### config.mk
export PLATFORM = sky130hd
export DESIGN_NAME = matvec_ctrl_param
export DESIGN_NICKNAME = d
export VERILOG_FILES = /design/src/rtl/matvec_pkg.sv /design/src/rtl/mv_delay_line.sv /design/src/rtl/matvec_ctrl_param.sv
export SDC_FILE = /design/constraint.sdc
export NUM_CORES = 1
export LEC_CHECK = 0
export ABC_AREA = 0
export ABC_CLOCK_PERIOD_IN_PS = 1300
export CAP_MARGIN = 0
export CORE_MARGIN = 3
export CORE_UTILIZATION = 30
export DETAILED_ROUTE_END_ITERATION = 7
export HOLD_SLACK_MARGIN = 0.15
export PLACE_DENSITY = 0.5
export SLEW_MARGIN = 0
export SYNTH_ARGS = -nofsm -noshare
export SYNTH_HDL_FRONTEND = slang
export SYNTH_SLANG_ARGS = --single-unit
### constraint.sdc
create_clock -name clk -period 1.3 [get_ports clk]
set_input_delay 0.325 -clock clk [delete_from_list [all_inputs] [get_ports clk]]
set_output_delay 0.325 -clock clk [all_outputs]
set_load 0.03 [all_outputs]
### src/rtl/matvec_pkg.sv
// Shared types and width helpers for the parametrised matrix-vector controller.
package matvec_pkg;

    typedef enum logic [2:0] {
        RST,
        WAIT_NEW,
        LOAD_W,
        LOAD_X,
        MULT,
        DRAIN,
        SEND
    } state_t;

    // Counter/select width that never collapses to zero bits.
    function automatic int unsigned clog2_min1(input int unsigned n);
        return (n > 1) ? $clog2(n) : 1;
    endfunction

    function automatic int unsigned aw_of(input int unsigned rows, input int unsigned cols,
                                          input int unsigned lanes);
        return clog2_min1((rows * cols) / lanes);
    endfunction

    function automatic int unsigned xw_of(input int unsigned cols);
        return clog2_min1(cols);
    endfunction

    function automatic int unsigned lw_of(input int unsigned lanes);
        return clog2_min1(lanes);
    endfunction

endpackage

### src/rtl/mv_delay_line.sv
// Fixed-depth 1-bit shift register with synchronous reset.
module mv_delay_line #(
    parameter int unsigned DEPTH = 1
) (
    input  logic clk,
    input  logic rst,
    input  logic din,
    output logic dout
);

    logic [DEPTH-1:0] sr_q;
    logic [DEPTH-1:0] sr_d;

    always_comb begin
        sr_d = (sr_q << 1) | DEPTH'(din);
    end

    always_ff @(posedge clk) begin
        if (rst) begin
            sr_q <= '0;
        end else begin
            sr_q <= sr_d;
        end
    end

    assign dout = sr_q[DEPTH-1];

endmodule

### src/rtl/matvec_ctrl_param.sv
// Controller for the y = W*x engine: buffer loads, LANES-wide row-group MAC
// sequencing, and per-lane result handoff over valid/ready.
module matvec_ctrl_param
    import matvec_pkg::*;
#(
    parameter int unsigned ROWS    = 8,
    parameter int unsigned COLS    = 8,
    parameter int unsigned LANES   = 1,
    parameter int unsigned MAC_LAT = 1
) (
    input  logic                                  clk,
    input  logic                                  rst,
    input  logic                                  input_valid,
    output logic                                  input_ready,
    input  logic                                  new_matrix,
    output logic [aw_of(ROWS, COLS, LANES)-1:0]   addr_w,
    output logic [LANES-1:0]                      wr_en_w,
    output logic [xw_of(COLS)-1:0]                addr_x,
    output logic                                  wr_en_x,
    output logic                                  en_acc,
    output logic                                  clear_acc,
    output logic                                  output_valid,
    input  logic                                  output_ready,
    output logic [lw_of(LANES)-1:0]               out_lane
);

    localparam int unsigned AW     = aw_of(ROWS, COLS, LANES);
    localparam int unsigned XW     = xw_of(COLS);
    localparam int unsigned LW     = lw_of(LANES);
    localparam int unsigned GROUPS = ROWS / LANES;
    localparam int unsigned GW     = clog2_min1(GROUPS);
    localparam int unsigned EW     = AW + ((LANES > 1) ? $clog2(LANES) : 0);
    localparam int unsigned DW     = clog2_min1(MAC_LAT);
    localparam int unsigned ELEMS  = ROWS * COLS;

    state_t          state_q, state_d;
    logic [EW-1:0]   elem_q,  elem_d;
    logic [XW-1:0]   col_q,   col_d;
    logic [LW-1:0]   lane_q,  lane_d;
    logic [GW-1:0]   group_q, group_d;
    logic [DW-1:0]   drain_q, drain_d;

    logic            accepting;
    logic            beat;
    logic            mult_flag;
    logic            col_last, lane_last, group_last, elem_last, drain_last;
    logic [XW-1:0]   col_nxt;
    logic [LW-1:0]   lane_nxt;
    logic [GW-1:0]   group_nxt;
    logic [EW-1:0]   elem_nxt;
    logic [DW-1:0]   drain_nxt;
    logic [LANES-1:0] w_sel;

    assign accepting = (state_q == WAIT_NEW) || (state_q == LOAD_W) || (state_q == LOAD_X);
    assign beat      = input_valid && accepting;

    assign col_last   = (col_q   == XW'(COLS - 1));
    assign lane_last  = (lane_q  == LW'(LANES - 1));
    assign group_last = (group_q == GW'(GROUPS - 1));
    assign elem_last  = (elem_q  == EW'(ELEMS - 1));
    assign drain_last = (drain_q == DW'(MAC_LAT - 1));

    // Wrapping increments; every counter returns to 0 at its terminal count.
    assign col_nxt   = col_last   ? '0 : col_q   + XW'(1);
    assign lane_nxt  = lane_last  ? '0 : lane_q  + LW'(1);
    assign group_nxt = group_last ? '0 : group_q + GW'(1);
    assign elem_nxt  = elem_last  ? '0 : elem_q  + EW'(1);
    assign drain_nxt = drain_last ? '0 : drain_q + DW'(1);

    // Row r of W maps to lane r%LANES (lane_q) and bank row r/LANES (group_q).
    assign w_sel = LANES'(1) << lane_q;

    always_ff @(posedge clk) begin
        if (rst) begin
            state_q <= RST;
            elem_q  <= '0;
            col_q   <= '0;
            lane_q  <= '0;
            group_q <= '0;
            drain_q <= '0;
        end else begin
            state_q <= state_d;
            elem_q  <= elem_d;
            col_q   <= col_d;
            lane_q  <= lane_d;
            group_q <= group_d;
            drain_q <= drain_d;
        end
    end

    always_comb begin
        state_d      = state_q;
        elem_d       = elem_q;
        col_d        = col_q;
        lane_d       = lane_q;
        group_d      = group_q;
        drain_d      = drain_q;
        input_ready  = accepting;
        wr_en_w      = '0;
        wr_en_x      = 1'b0;
        clear_acc    = 1'b0;
        output_valid = 1'b0;
        out_lane     = '0;
        mult_flag    = 1'b0;
        addr_x       = col_q;
        addr_w       = AW'(group_q) * AW'(COLS) + AW'(col_q);

        case (state_q)
            RST: begin
                clear_acc = 1'b1;
                state_d   = LOAD_W;
            end
            WAIT_NEW: begin
                if (beat) begin
                    col_d = col_nxt;
                    if (new_matrix) begin
                        wr_en_w = w_sel;
                        elem_d  = elem_nxt;
                        state_d = LOAD_W;
                    end else begin
                        wr_en_x = 1'b1;
                        state_d = LOAD_X;
                    end
                end
            end
            LOAD_W: begin
                if (beat) begin
                    wr_en_w = w_sel;
                    col_d   = col_nxt;
                    elem_d  = elem_nxt;
                    if (col_last) begin
                        lane_d = lane_nxt;
                        if (lane_last) begin
                            group_d = group_nxt;
                        end
                    end
                    if (elem_last) begin
                        state_d = LOAD_X;
                    end
                end
            end
            LOAD_X: begin
                if (beat) begin
                    wr_en_x = 1'b1;
                    col_d   = col_nxt;
                    if (col_last) begin
                        state_d = MULT;
                    end
                end
            end
            MULT: begin
                mult_flag = 1'b1;
                col_d     = col_nxt;
                if (col_last) begin
                    state_d = DRAIN;
                end
            end
            DRAIN: begin
                drain_d = drain_nxt;
                if (drain_last) begin
                    state_d = SEND;
                end
            end
            SEND: begin
                output_valid = 1'b1;
                out_lane     = lane_q;
                if (output_ready) begin
                    lane_d = lane_nxt;
                    if (lane_last) begin
                        clear_acc = 1'b1;
                        group_d   = group_nxt;
                        state_d   = group_last ? WAIT_NEW : MULT;
                    end
                end
            end
            default: begin
                state_d = RST;
            end
        endcase
    end

    // Accumulate enable trails the read addresses by the multiplier latency.
    mv_delay_line #(
        .DEPTH (MAC_LAT)
    ) u_acc_dly (
        .clk  (clk),
        .rst  (rst),
        .din  (mult_flag),
        .dout (en_acc)
    );

endmodule

# After elaboration in Yosys (flattened, before gate mapping)
# Cells that the tools add are included.
dict set report totals {
  output_inout_bits 16
  wordCells 93
  regBits 18
  inputBits 5
}
dict set report classes {
  shift 1
  n_reduce_logical 12
  eq_ne 21
  mux 46
  add_sub_neg 6
}
# op n
set ops {}
lappend ops {{2-to-1 mux 3 bit} 17}
lappend ops {{2-to-1 mux 6 bit} 4}
lappend ops {{!= test 2 bit, second input constant} 11}
lappend ops {{case mux 3 bit (7 select lines)} 1}
lappend ops {{2-to-1 mux 1 bit} 17}
lappend ops {{equality test 3 bit, second input constant} 5}
lappend ops {{case mux 3 bit (2 select lines)} 2}
lappend ops {{case mux 6 bit (2 select lines)} 1}
lappend ops {{AND reduction 9 bit} 1}
lappend ops {{case mux 1 bit (2 select lines)} 4}
lappend ops {{AND reduction 4 bit} 2}
lappend ops {{adder 3 x 1 -> 3 bit, second input constant} 2}
lappend ops {{adder 6 x 1 -> 6 bit, second input constant} 1}
lappend ops {{adder 6 x 3 -> 6 bit} 1}
lappend ops {{equality test 3 x 2 -> 1 bit, second input constant} 2}
lappend ops {{equality test 6 bit, second input constant} 1}
lappend ops {{nonzero test 2 bit} 3}
lappend ops {{equality test 3 x 1 -> 1 bit, second input constant} 1}
lappend ops {{zero test 3 bit} 1}
lappend ops {{OR reduction 3 bit} 1}
lappend ops {{adder 1 bit, second input constant} 2}
lappend ops {{logical OR 1 bit} 2}
lappend ops {{!= test 2 x 1 -> 1 bit, second input constant} 1}
lappend ops {{AND reduction 2 bit} 1}
lappend ops {{other kinds (2)} 2}

# Depth between registers and ports, before layout
dict set report depth {
  ltp_word 6
  ltp_mapped 6
  mapped_depth_nobuf 6
}

# By module
# Synthesis repeated with hierarchy kept, for this count alone.
dict set report unflattened {
  hier_cells 112
  area_unflattened_um2 963.4
}
# mod instances area_each_um2 seq_area_each_um2 cells_per_inst
set by_module_without_submodules {}
lappend by_module_without_submodules {matvec_ctrl_param 1 929.6 300.3 110}
lappend by_module_without_submodules {mv_delay_line 1 33.8 20.0 2}

# Worst setup path after synthesis
# Ideal clock, no wire load.
dict set report synth_path {
  kind {register to register}
  startpoint {reg col_q[0] (netlist: addr_x[0])}
  endpoint {reg group_q[0]}
  synth_period_minus_slack_ns 1.677
  setup_ns 0.126
  t_required_ns 1.174
  stages_incl_launch_ff 7
  setup_slack_ns -0.377
  arrival_time_ns 1.551
  path_buffers 0
  cell_sequence {dfxtp_1 -> ha_1 -> ha_1 -> nand3b_1 -> a21oi_1 -> mux2i_1 -> nor2_1}
}
dict set report synth_between {
  elab_chain_cells 3
}
# element line_no
set synth_lines {}
lappend synth_lines {{start, declared} matvec_ctrl_param.sv:38} ;# logic [XW-1:0] col_q, col_d;
lappend synth_lines {{start signal, assigned} matvec_ctrl_param.sv:84} ;# col_q <= col_d;
lappend synth_lines {{equality test 3 bit} matvec_ctrl_param.sv:57} ;# assign col_last = (col_q == XW'(COLS - 1));
lappend synth_lines {{!= test 2 bit (no source line)} n/a}
lappend synth_lines {{AND reduction 4 bit (no source line)} n/a}
lappend synth_lines {{end signal, assigned} matvec_ctrl_param.sv:86} ;# group_q <= group_d;
lappend synth_lines {{end, declared} matvec_ctrl_param.sv:40} ;# logic [GW-1:0] group_q, group_d;
# Every way passes these cells.
# A chain may end at the register's enable or synchronous reset.

# Final worst setup path
dict set report layout_path {
  startpoint {reg state_q[1]}
  endpoint {out wr_en_w}
}
dict set report layout_between {
  elab_chain_cells 6
  word_cells_on_any_way 9
  classes_between {3 x eq/ne; 3 x mux; 3 x reduce/logical}
}
# element line_no
set layout_lines {}
lappend layout_lines {{start, declared} matvec_ctrl_param.sv:36} ;# state_t state_q, state_d;
lappend layout_lines {{start signal, assigned} matvec_ctrl_param.sv:82} ;# state_q <= state_d;
lappend layout_lines {{equality test 3 x 1 -> 1 bit or equality test 3 x 2 -> 1 bit (tied branches)} {matvec_ctrl_param.sv:54, matvec_ctrl_param.sv:108}}
lappend layout_lines {{logical OR 1 bit (2 in series)} matvec_ctrl_param.sv:54} ;# assign accepting = (state_q == WAIT_NEW) || (state_q == LOAD_W) || (state_q == LOAD_X);
lappend layout_lines {{logical AND 1 bit} matvec_ctrl_param.sv:55} ;# assign beat = input_valid && accepting;
lappend layout_lines {{2-to-1 mux 1 bit (on tied branches)} {matvec_ctrl_param.sv:127, matvec_ctrl_param.sv:114}}
lappend layout_lines {{case mux 1 bit (2 select lines) *} matvec_ctrl_param.sv:108} ;# case (state_q)
lappend layout_lines {{end, declared} matvec_ctrl_param.sv:17} ;# output logic [LANES-1:0] wr_en_w,
# Mark *: on every way between the ends. The rest lies on a longest branch, timed or not.

==> results.sh <==
export IMPL_dpl_worst_slack_ns=-0.4873
export IMPL_synthMuxAreaShare_pct=7.374
export IMPL_outcome="complete, but fails checks"
export IMPL_cts_htree_levels=1
export IMPL_dp_hpwl_mm=1.918
export IMPL_synthesis_nets=126
export IMPL_synthAdderAreaFrac_pct=6.468
export IMPL_die_h_microns=62.78
export IMPL_core_area_sq_um=2900
export IMPL_nets=178
export IMPL_detail_route_wl_per_cell_microns=12.82
export IMPL_syn_area_sq_um=967.2
export IMPL_clock_skew_final_ns=0.0005131
export IMPL_ys_seq_area_share_pct=33.12
export IMPL_clock_fmax_mhz=612.2
export IMPL_finalPower_uw=1121
export IMPL_min_period_ns=1.634
export IMPL_clkPwrFrac_pct=25.2
export IMPL_fin_util_pct=57.08
export IMPL_end_kind="output pin"
export IMPL_synth_cell_types=33
export IMPL_async_flop_share_pct=0
export IMPL_cts_root_buffer="clkbuf_4"
export IMPL_setup_viol=18
export IMPL_switching_share_pct=30.40
export IMPL_drtIter0Drc=30
export IMPL_cts_buffer_depth=2
export IMPL_die_area_sq_um=3941
export IMPL_peakVddDrop_mv=0.5492
export IMPL_area_delta_synth_final_pct=71.15
export IMPL_multi_input_area_sq_um=738.2
export IMPL_drcViolationCount=0
export IMPL_drive_gt1_share_pct=55.69
export IMPL_dr_pass1_iters=4
export IMPL_seqPwrFrac_pct=45.3
export IMPL_grt_max_degree=10
export IMPL_cts_sinks=16
export IMPL_hold_class="flop to flop"
export IMPL_die_x_microns=62.78
export IMPL_timing_hold_ws_ns=0.5339
export IMPL_globalRouteTotalUtil_pct=14.32
export IMPL_synth_top_family_by_area="simple AND/OR/NAND/NOR gates"
export IMPL_first_global_vias=1026
export IMPL_io_pins=21
export IMPL_worstPathMaxFanout=4
export IMPL_io_buffer_count=19
export IMPL_synthTopCellsByCount="16 x dfxtp_1, 12 x a21oi_1, 12 x nor2_1"
export IMPL_p_sw_uw=340.9
export IMPL_grt_overflow=0
export IMPL_min_period_over_period_pct=125.7
export IMPL_cellPowerDensity_nw_per_um2=677.4
export IMPL_numCtsBuffers=3
export IMPL_worstPathRequired_ns=0.98
export IMPL_wl_mm=2.680
export IMPL_synth_top_area_cell="dfxtp_1"
export IMPL_p_leak_uw=0.0006476
export IMPL_synth_xor_area_share_pct=1.811
export IMPL_cp_start_kind="flop"
export IMPL_maxCapViolations=0
export IMPL_rsz0062_at_grt="true"
export IMPL_critPathKind="flop to output pin"
export IMPL_nFillCells=288
export IMPL_grt_pass1_wl_mm=4.602
export IMPL_ant_nets=0
export IMPL_start_util_pct=33.35
export IMPL_yosysMostFrequentCell="dfxtp_1"
export IMPL_failed_checks="negative setup slack"
export IMPL_yosys_most_used_dff="dfxtp_1"
export IMPL_drv_slew=0
export IMPL_synth_avg_cell_area_sq_um=8.338
export IMPL_synth_area_leaders="dfxtp_1 33%, ha_1 6.5%, a21oi_1 6.2%, mux2i_1 6.2%, buf_4 4.7%"
export IMPL_synth_edf_count=0
export IMPL_yosys_area_share_simple_pct=24.45
export IMPL_cts_tree="done"
export IMPL_synth_seq_cells=16
export IMPL_path_clk_slew_ns=0.10
export IMPL_ys_warn_count=0
export IMPL_row_count=19
export IMPL_p_int_uw=780.4
export IMPL_tns_ns=-2.596
export IMPL_synth_top_cell_area_share_pct=33.12
export IMPL_gp_congestion=0.8240
export IMPL_ctsHoldBuffers=0
export IMPL_hold_violations=0
export IMPL_arrival_ns=1.31
export IMPL_pwr_share_comb_pct=29.4
export IMPL_finalWorstSetupSlack_ns=-0.3336
export IMPL_clk_latency_ns=0.28
export IMPL_vias=966
export IMPL_synth_compound_area_share_pct=16.43
export IMPL_vias_per_cell=4.622
export IMPL_diodes=0
export IMPL_regArea_sq_um=347.8
export IMPL_antenna_found_initial=0
export IMPL_syn_instance_count=116
-- worst max-delay path, stage by stage (launching register included) --
cell and delay, ns:
dfxtp_4 0.37, nand3b_1 0.22, a21o_4 0.25, clkinvlp_4 0.07, buf_6 0.12
-- through the flow --
stage,instance area [sq um],cells
after CTS,1560,207
after floorplan,1087,116
after detailed placement,1425,196
final,1655,209
after global routing,1655,209
after global placement,1425,196
-- state kept, by name (all words and copies together) (netlist names) --
register	count
elem_q	6
addr_x	3
state_q	3
u_acc_dly.dout	1
group_q	3
-- cell families after synthesis --
logic type,after synthesis
and+or+nand+nor,45
AOI/OAI and AO/OA,25
DFF,16
buffers and inverters,15
muxes,7
adders and majority gates,5
xor gates and xnor gates,2
other,1
-- power by group through the flow --
stage | Combinational [uW] | Sequential [uW] | Clock [uW]
2_1_floorplan | 158 | 529 | 0
3_3_place_gp | 268 | 525 | 0
3_5_place_dp | 268 | 526 | 0
4_1_cts | 300 | 508 | 298
5_1_grt | 356 | 511 | 311
6_report | 330 | 508 | 283
-- layout by cell type (no fill, tap or decap), types with 2 or more instances in the layout --
| cell | count |
|---|---|
| nor2_1 | 11 |
| buf_4 | 42 |
| buf_6 | 10 |
| nand3_1 | 3 |
| ha_4 | 4 |
| nand2b_4 | 2 |
| dlygate4sd2_1 | 3 |
| a21oi_2 | 5 |
| or3_4 | 2 |
| clkbuf_4 | 3 |
| xnor2_1 | 2 |
| nand2_1 | 10 |
| inv_1 | 4 |
| dfxtp_4 | 7 |
| nor4_1 | 2 |
| or3_1 | 3 |
| a21oi_1 | 4 |
| a32o_1 | 2 |
| nand3b_1 | 4 |
| a31oi_1 | 2 |
| a21oi_4 | 3 |
| mux2i_1 | 6 |
| dfxtp_1 | 8 |
-- area by class of cell --
class	instances	share of cell area [%]
clock buffers	4	1.587
repair buffers	56	28.04
well taps	42	3.175
flip-flops and latches	16	21.01
multi-input cells	85	44.60
inverters	6	1.587
-- what timing repair did --
action / 4_1_cts / 5_1_grt
gates cloned: 0 / 0
buffers inserted: 7 / 2
resized for setup: 19 / 19
hold endpoints to repair: 0 / 0
setup endpoints to repair: 19 / 22
pin swaps: 7 / 11
-- metal layers --
layer / vias to the layer above / global-route usage (%) / wire [microns]
met5: - / 0 / 0
met4: 0 / 6.887 / 48
met3: 4 / 1.978 / 81
met2: 16 / 23.57 / 1285
met1: 441 / 18.28 / 1265
li1: 505 / - / -
-- worst paths after layout --
kind / cells after the start / from / slack (ns) / endpoint
hold reg to reg: 2 / elem_q[3]$_SDFFE_PP0P_ / 0.53 / elem_q[3]$_SDFFE_PP0P_
hold / removal: 2 / elem_q[3]$_SDFFE_PP0P_ / 0.53 / elem_q[3]$_SDFFE_PP0P_
setup / recovery: 4 / state_q[1]$_SDFFE_PP0P_ / -0.33 / wr_en_w
setup reg to reg: 5 / state_q[1]$_SDFFE_PP0P_ / -0.21 / elem_q[0]$_SDFFE_PP0P_
(Power assumes the default switching activity.)
